`src/rtl/srl_chain_pkg.sv`:
```
// rtl/srl_chain_pkg.sv - shared LFSR definitions and FSM state type for the SRL chain tester
package srl_chain_pkg;

    localparam int LFSR_W = 16;
    // x^16 + x^14 + x^13 + x^11 + 1 expressed as state bit positions 15, 13, 12, 10
    localparam logic [LFSR_W-1:0] LFSR_TAPS = 16'hB400;

    typedef enum logic {
        FILL = 1'b0,
        RUN  = 1'b1
    } state_t;

    function automatic logic [LFSR_W-1:0] lfsr_next(input logic [LFSR_W-1:0] s);
        return {s[LFSR_W-2:0], ^(s & LFSR_TAPS)};
    endfunction

endpackage

```
`src/rtl/srl_lfsr16.sv`:
```
// rtl/srl_lfsr16.sv - seeded 16-bit Fibonacci LFSR with advance enable and reseed load
module srl_lfsr16
    import srl_chain_pkg::*;
#(
    parameter logic [LFSR_W-1:0] SEED = 16'hACE1
) (
    input  logic              clk,
    input  logic              rst_n,
    input  logic              en,
    input  logic              load,
    output logic [LFSR_W-1:0] state
);

    always_ff @(posedge clk or negedge rst_n) begin
        if (!rst_n) begin
            state <= SEED;
        end else if (load) begin
            state <= SEED;
        end else if (en) begin
            state <= lfsr_next(state);
        end
    end

endmodule

```
`src/rtl/srl_chain_test_ctrl.sv`:
```
// rtl/srl_chain_test_ctrl.sv - drives NUM_CHAINS SRL chains from one LFSR and checks them against a delayed copy
module srl_chain_test_ctrl
    import srl_chain_pkg::*;
#(
    parameter int          NUM_CHAINS  = 8,
    parameter int          CHAIN_DEPTH = 64,
    parameter logic [15:0] SEED        = 16'hACE1
) (
    input  logic                  clk,
    input  logic                  rst_n,
    input  logic                  restart,
    input  logic                  clear,
    input  logic [3:0]            throttle,
    input  logic [NUM_CHAINS-1:0] chain_q,
    output logic [NUM_CHAINS-1:0] chain_d,
    output logic                  chain_ce,
    output logic [NUM_CHAINS-1:0] error,
    output logic [15:0]           err_cnt,
    output logic                  running
);

    localparam int                FILL_W    = $clog2(CHAIN_DEPTH + 1);
    localparam logic [FILL_W-1:0] FILL_LAST = FILL_W'(CHAIN_DEPTH - 1);

    if (SEED == 16'h0000) begin : g_seed_check
        $error("srl_chain_test_ctrl: SEED must be nonzero");
    end

    state_t              state_q, state_d;
    logic [FILL_W-1:0]   fill_cnt, fill_cnt_d;
    logic [3:0]          div_cnt, div_limit, div_next, thr_lat;
    logic                ce_d1;
    logic                compare;
    logic [NUM_CHAINS-1:0] mismatch;
    logic [LFSR_W-1:0]   gen, exp_state;
    logic                unused_hi;

    // A new throttle value is only picked up at the start of a period (div_cnt == 0).
    assign div_limit = (div_cnt == 4'd0) ? throttle : thr_lat;
    assign div_next  = (div_cnt >= div_limit) ? 4'd0 : div_cnt + 4'd1;

    always_comb begin
        state_d    = state_q;
        fill_cnt_d = fill_cnt;
        compare    = 1'b0;
        if (restart) begin
            state_d    = FILL;
            fill_cnt_d = '0;
        end else begin
            case (state_q)
                FILL: begin
                    if (chain_ce) begin
                        if (fill_cnt == FILL_LAST) begin
                            state_d    = RUN;
                            fill_cnt_d = '0;
                        end else begin
                            fill_cnt_d = fill_cnt + 1'b1;
                        end
                    end
                end
                RUN:     compare = ce_d1;
                default: state_d = FILL;
            endcase
        end
    end

    always_comb begin
        mismatch = '0;
        if (compare) begin
            mismatch = chain_q ^ exp_state[NUM_CHAINS-1:0];
        end
    end

    always_ff @(posedge clk or negedge rst_n) begin
        if (!rst_n) begin
            state_q  <= FILL;
            fill_cnt <= '0;
            div_cnt  <= 4'd0;
            thr_lat  <= 4'd0;
            chain_ce <= 1'b0;
            ce_d1    <= 1'b0;
        end else begin
            state_q  <= state_d;
            fill_cnt <= fill_cnt_d;
            if (restart) begin
                div_cnt  <= 4'd0;
                thr_lat  <= 4'd0;
                chain_ce <= 1'b0;
                ce_d1    <= 1'b0;
            end else begin
                div_cnt  <= div_next;
                thr_lat  <= div_limit;
                chain_ce <= (div_next == 4'd0);
                ce_d1    <= chain_ce;
            end
        end
    end

    // Clear has priority over a mismatch arriving in the same cycle.
    always_ff @(posedge clk or negedge rst_n) begin
        if (!rst_n) begin
            error   <= '0;
            err_cnt <= 16'h0000;
        end else if (clear) begin
            error   <= '0;
            err_cnt <= 16'h0000;
        end else if (|mismatch) begin
            error <= error | mismatch;
            if (err_cnt != 16'hFFFF) begin
                err_cnt <= err_cnt + 16'h0001;
            end
        end
    end

    srl_lfsr16 #(.SEED(SEED)) u_gen (
        .clk   (clk),
        .rst_n (rst_n),
        .en    (chain_ce),
        .load  (restart),
        .state (gen)
    );

    srl_lfsr16 #(.SEED(SEED)) u_exp (
        .clk   (clk),
        .rst_n (rst_n),
        .en    (compare),
        .load  (restart),
        .state (exp_state)
    );

    assign chain_d   = gen[NUM_CHAINS-1:0];
    assign running   = (state_q == RUN);
    assign unused_hi = ^{gen, exp_state};

endmodule

```
`config.mk`:
```
export PLATFORM = sky130hd
export DESIGN_NAME = srl_chain_test_ctrl
export DESIGN_NICKNAME = d
export VERILOG_FILES = /design/src/rtl/srl_chain_pkg.sv /design/src/rtl/srl_lfsr16.sv /design/src/rtl/srl_chain_test_ctrl.sv
export SDC_FILE = /design/constraint.sdc
export NUM_CORES = 1
export LEC_CHECK = 0
export ABC_CLOCK_PERIOD_IN_PS = 6080
export CORE_ASPECT_RATIO = 0.7
export CORE_MARGIN = 2
export CORE_UTILIZATION = 59
export CTS_CLUSTER_SIZE = 40
export DETAILED_ROUTE_END_ITERATION = 7
export PLACE_DENSITY_LB_ADDON = 0.15
export SYNTH_ARGS = -nofsm -noshare
export SYNTH_HDL_FRONTEND = slang
export SYNTH_SLANG_ARGS = --single-unit
```
`constraint.sdc`:
```
create_clock -name clk -period 6.08 [get_ports clk]
set_clock_uncertainty 0.1 [all_clocks]
set_input_delay 1.824 -clock clk [delete_from_list [all_inputs] [get_ports clk]]
set_output_delay 1.824 -clock clk [all_outputs]
set_load 0.1 [all_outputs]
```
== Word level (Yosys, flattened, before mapping) ==
Index checks and enable logic that the tools add are counted.
Storage, ports and cells
  word-level logic and storage cells: 56
  flip-flop bits (word level): 74
  output and inout port bits: 34
  input bits: 16
Operators by class
  reduce and logical (&&, ||, !) cells: 11
  muxes and demuxes: 26
  order comparisons: 1
  equality and inequality tests: 3
  $add $sub $neg: 3
  bitwise gates (word level): 2
Operators by type and width (count)
  16-bit two-way mux: 7
  16-bit XOR reduction: 2
  7-bit two-way mux: 4
  8-bit two-way mux: 3
  16-bit by 1-bit adder with 16-bit output, second input constant: 1
  4-bit two-way mux: 4
  16-bit inequality test, second input constant: 1
  4-bit zero test: 2
  1-bit two-way mux: 8
  8-bit OR: 1
  2-bit nonzero test: 4
  8-bit OR reduction: 1
  8-bit XOR: 1
  7-bit by 1-bit adder with 7-bit output, second input constant: 1
  7-bit by 6-bit == test with 1-bit output, second input constant: 1
  4-bit by 1-bit adder with 4-bit output, second input constant: 1
  4-bit >= comparator: 1
  2-bit AND reduction: 2
  2-bit inequality test, second input constant: 1

== Longest topological paths before layout ==
  word-level depth: 6
  depth in mapped cells: 10
  gate-level depth less buffers: 10

== Hierarchy ==
Synthesis repeated with hierarchy kept, for this count alone.
Second synthesis, totals
  cells, all modules: 336
  area, all modules: 3733.6 um^2
Modules (own cells, without submodules)
  srl_chain_test_ctrl: sequential area each 1051.0 um^2, cells an instance 226, instances 1, area an instance 2324.7 um^2
  srl_lfsr16: sequential area each 410.4 um^2, cells an instance 55, instances 2, area an instance 704.4 um^2

== Least setup slack after synthesis ==
Ideal clock, no wire load.
  path kind: input port to flip-flop
  from: input throttle[0]
  to: register div_cnt[2]
  setup time: 0.067 ns
  arrival time: 3.259 ns
  path slack: 2.655 ns
  required time: 5.913 ns
  cell stages on the path: 7
  buffers on the path: 0
  cell sequence: mux2_2 ha_1 nand2b_1 a21o_1 a21o_1 a211oi_1 and2_1
On the way
  word-level cells in the longest chain between the ends: 4
RTL lines
  start: declaration: RTL line srl_chain_test_ctrl.sv:13  | input logic [3:0] throttle,
  4-bit two-way mux: RTL line srl_chain_test_ctrl.sv:39  | assign div_limit = (div_cnt == 4'd0) ? throttle : thr_lat;
  4-bit >= comparator: RTL line srl_chain_test_ctrl.sv:40  | assign div_next = (div_cnt >= div_limit) ? 4'd0 : div_cnt + 4'd1;
  4-bit two-way mux: RTL line srl_chain_test_ctrl.sv:40
  4-bit two-way mux: RTL line srl_chain_test_ctrl.sv:85  | if (restart) begin
  end signal: assignment: RTL line srl_chain_test_ctrl.sv:91  | div_cnt <= div_next;
  end: declaration: RTL line srl_chain_test_ctrl.sv:31  | logic [3:0] div_cnt, div_limit, div_next, thr_lat;
No other way between the ends.
A chain may end at the register's enable or synchronous reset.

== Worst setup path after layout ==
  from: register chain_ce
  to: output chain_ce
RTL lines
  start: declaration: RTL line srl_chain_test_ctrl.sv:16  | output logic chain_ce,
  start signal: assignment: RTL line srl_chain_test_ctrl.sv:93  | chain_ce <= (div_next == 4'd0);
No word-level cell between the ends.

==> results.yml <==
run_status:
  status: "complete, no violations"
final_layout:
  fin_util_pct: 73.4
  drive_above_1_share_pct: 13.8
  antenna_cells: 0
  final_cells: 451
  final_common_cell: "dfrtp_1"
  area_growth_pct: 18.5
  final_cell_mix: "dfrtp_1 (58), clkdlybuf4s50_1 (48), nor2_1 (34)"
  nNetsFinal: 395
clocking:
  cts-root-buf: "clkbuf_8"
  htree_levels: 3
  cts_tree: "done"
  cts_made_buffers: 9
  ctsResizeCount: 0
  clock_latency_ps: 360
  clk_pin_slew_ps: 70
  post_cts_buffers: 0
  cts_hold_buf: 0
  clk_path_buf_depth: 2
  clkSinkCount: 74
min_path:
  holdPathStages: 2
  hold_end: "error[7]"
  hold_start: "error[7]"
  min_path_type: "reg -> reg"
logic_synthesis:
  synthCells: 329
  syn_nets: 353
  synth-edff-count: 0
  synth-seq-area-share_pct: 52.0
  ys_ff_latch: 74
  ys_async_sr_fraction_pct: 100
  syn-cell-area_um2: 3600
  yosys_warnings: 0
  synth_ff_type: "dfrtp_1"
  synth_cell_types: 59
  synth_area_per_cell_um2: 10.9
power_and_ir_drop:
  switching_share_pct: 32.9
  p_leak_nw: 1.83
  max-vdd-ir-drop_mv: 0.198
  p_per_area_nw_per_um2: 304
  combinationalPowerShare_pct: 27.6
  clkPwrFrac_pct: 27.5
  p_total_w: 0.00130
  p_switching_w: 0.000427
  pwr-share-seq_pct: 45.0
  power.internal_w: 0.000871
timing:
  fin_crit_sh_pct: 67.4
  finalSetupTns_ps: 0
  final_max_slew_viol_count: 0
  hold_slack_ps: 398
  rsz0062_at_grt: "no"
  fin_crit_ps: 4100
  max_freq_mhz: 244
  slew_headroom_pct: 29.5
  worstMarginPinSlew_ps: 1050
  hold_viol: 0
  setup_viol: 0
placed_design:
  dp_cells: 435
  place.gp.congestion: 0.847
  io_buffers: 49
  place_hpwl_um: 4930
run:
  max_cap_viol_count: 0
critical_path:
  r2r_slack_ps: 2760
  start_kind: "flop"
  worstRegToRegCells: 10
  crit_type: "reg -> out"
  critPathRequiredTime_ps: 4160
  critPathMaxFanout: 27
  arrival_ps: 2170
  cp-end-kind: "primary output"
  r2r_start: "div_cnt[0]"
  r2r-end: "div_cnt[2]"
floorplan:
  core_area_um2: 5810
  die-width_um: 97.4
  rows: 23
  start_util_pct: 61.9
  die_area_um2: 6750
  dieHeight_um: 69.4
  ioPinCount: 50
global_route:
  first_global_vias: 2647
  grtUsageTotal_pct: 23.1
  grt_pass1_wl_um: 12600
  grt_start_max_net_pins: 45
  grt.overflow.total: 0
  antenna_found_initial: 0
drt:
  firstDrtPassIters: 4
  drt_first_iter_violations: 191
  wirelength_um: 7290
  post_drt_wl_per_cell_um: 16.2
  num_vias: 2667
  drtAntennaViolNets: 0
  vias_per_cell: 5.91
  drc: 0
[Yosys cell counts, drive strengths merged (2+ instances only)]
cell	number	area share (%)
and3	4	0.69
o22a	7	1.7
a21oi	24	3.3
mux2i	11	3.1
a31o	2	0.49
a22o	8	2.0
nand4	6	1.2
buf	16	3.0
mux2	4	1.3
nor2b	12	2.1
and2	4	0.69
o31ai	6	1.3
ha	8	2.8
or4	8	1.9
nand2b	3	0.52
nor2	34	3.5
a21o	4	0.83
o21ai	4	0.66
clkbuf	6	0.63
nor3b	2	0.42
or3	2	0.38
nor3	4	0.69
xor2	15	3.6
nor4	3	0.94
inv	10	1.0
xnor2	7	1.7
dfstp	16	12
a211o	7	1.7
nand3	8	1.1
nand2	10	1.0
dfrtp	58	40
[metrics by stage]
step / cell area [µm²] / setup WS [ps]
after global placement: 4090 / 1870
after global routing: 4270 / 1910
after CTS: 4270 / 1970
final: 4270 / 1980
after detailed placement: 4090 / 1780
after floorplan: 3600 / 2650
[kinds of logic after synthesis]
logic type,share of synthesized area [%]
xor gates and xnor gates,5.35
and+or+nand+nor,16.4
AOI/OAI and AO/OA,14.6
buffers and inverters,4.66
muxes,4.31
adders and majority gates,2.78
DFF,52.0
[critical path: stages (launching register included)]
cell             delay (ps)
dfrtp_1                 320
buf_4                   300
clkdlybuf4s50_1        1190
[flip-flops by register name, summed over array words and instances (netlist names), 4 cells and up]
name,flops
div_cnt,4
error,8
thr_lat,4
u_exp.state,16
fill_cnt,7
err_cnt,16
u_gen.state,16
[worst max-delay path by stage]
| stage | start | depth (start not counted) | slack, ps | end |
|---|---|---|---|---|
| 2_1_floorplan | throttle[0] | 7 | 2650 | div_cnt[2] |
| 3_3_place_gp | chain_q[2] | 6 | 1870 | err_cnt[5] |
| 3_5_place_dp | chain_q[2] | 6 | 1780 | err_cnt[5] |
| 4_1_cts | chain_ce | 2 | 1970 | chain_ce |
| 5_1_grt | chain_ce | 2 | 1910 | chain_ce |
| 6_report | chain_ce | 2 | 1980 | chain_ce |
[metal layers]
layer  routed length, µm  track usage [%]  up-vias
li1                    -                -     1256
met1                3440             32.2     1319
met2                3380             35.2       82
met3                 369             7.06       10
met4                  97             6.94        0
met5                   0                0        -
[cell type report]
cell class                 instances  area [µm²]
multi-input combinational        223        1570
fill                             422        1550
clock inverter                     2        10.0
clock buffer                      14         173
timing repair buffer              53         515
tap                               75        93.8
sequential                        74        1870
inverter                          10        37.5
[power groups by stage]
stage | combinational [W] | clock [W] | sequential, W
finish | 0.000358 | 0.000357 | 0.000584
global route | 0.000390 | 0.000381 | 0.000590
CTS | 0.000360 | 0.000364 | 0.000584
detailed placement | 0.000358 | 0 | 0.000592
global placement | 0.000350 | 0 | 0.000589
floorplan | 0.000276 | 0 | 0.000600
Note: power is estimated with default switching activity, not from simulation.
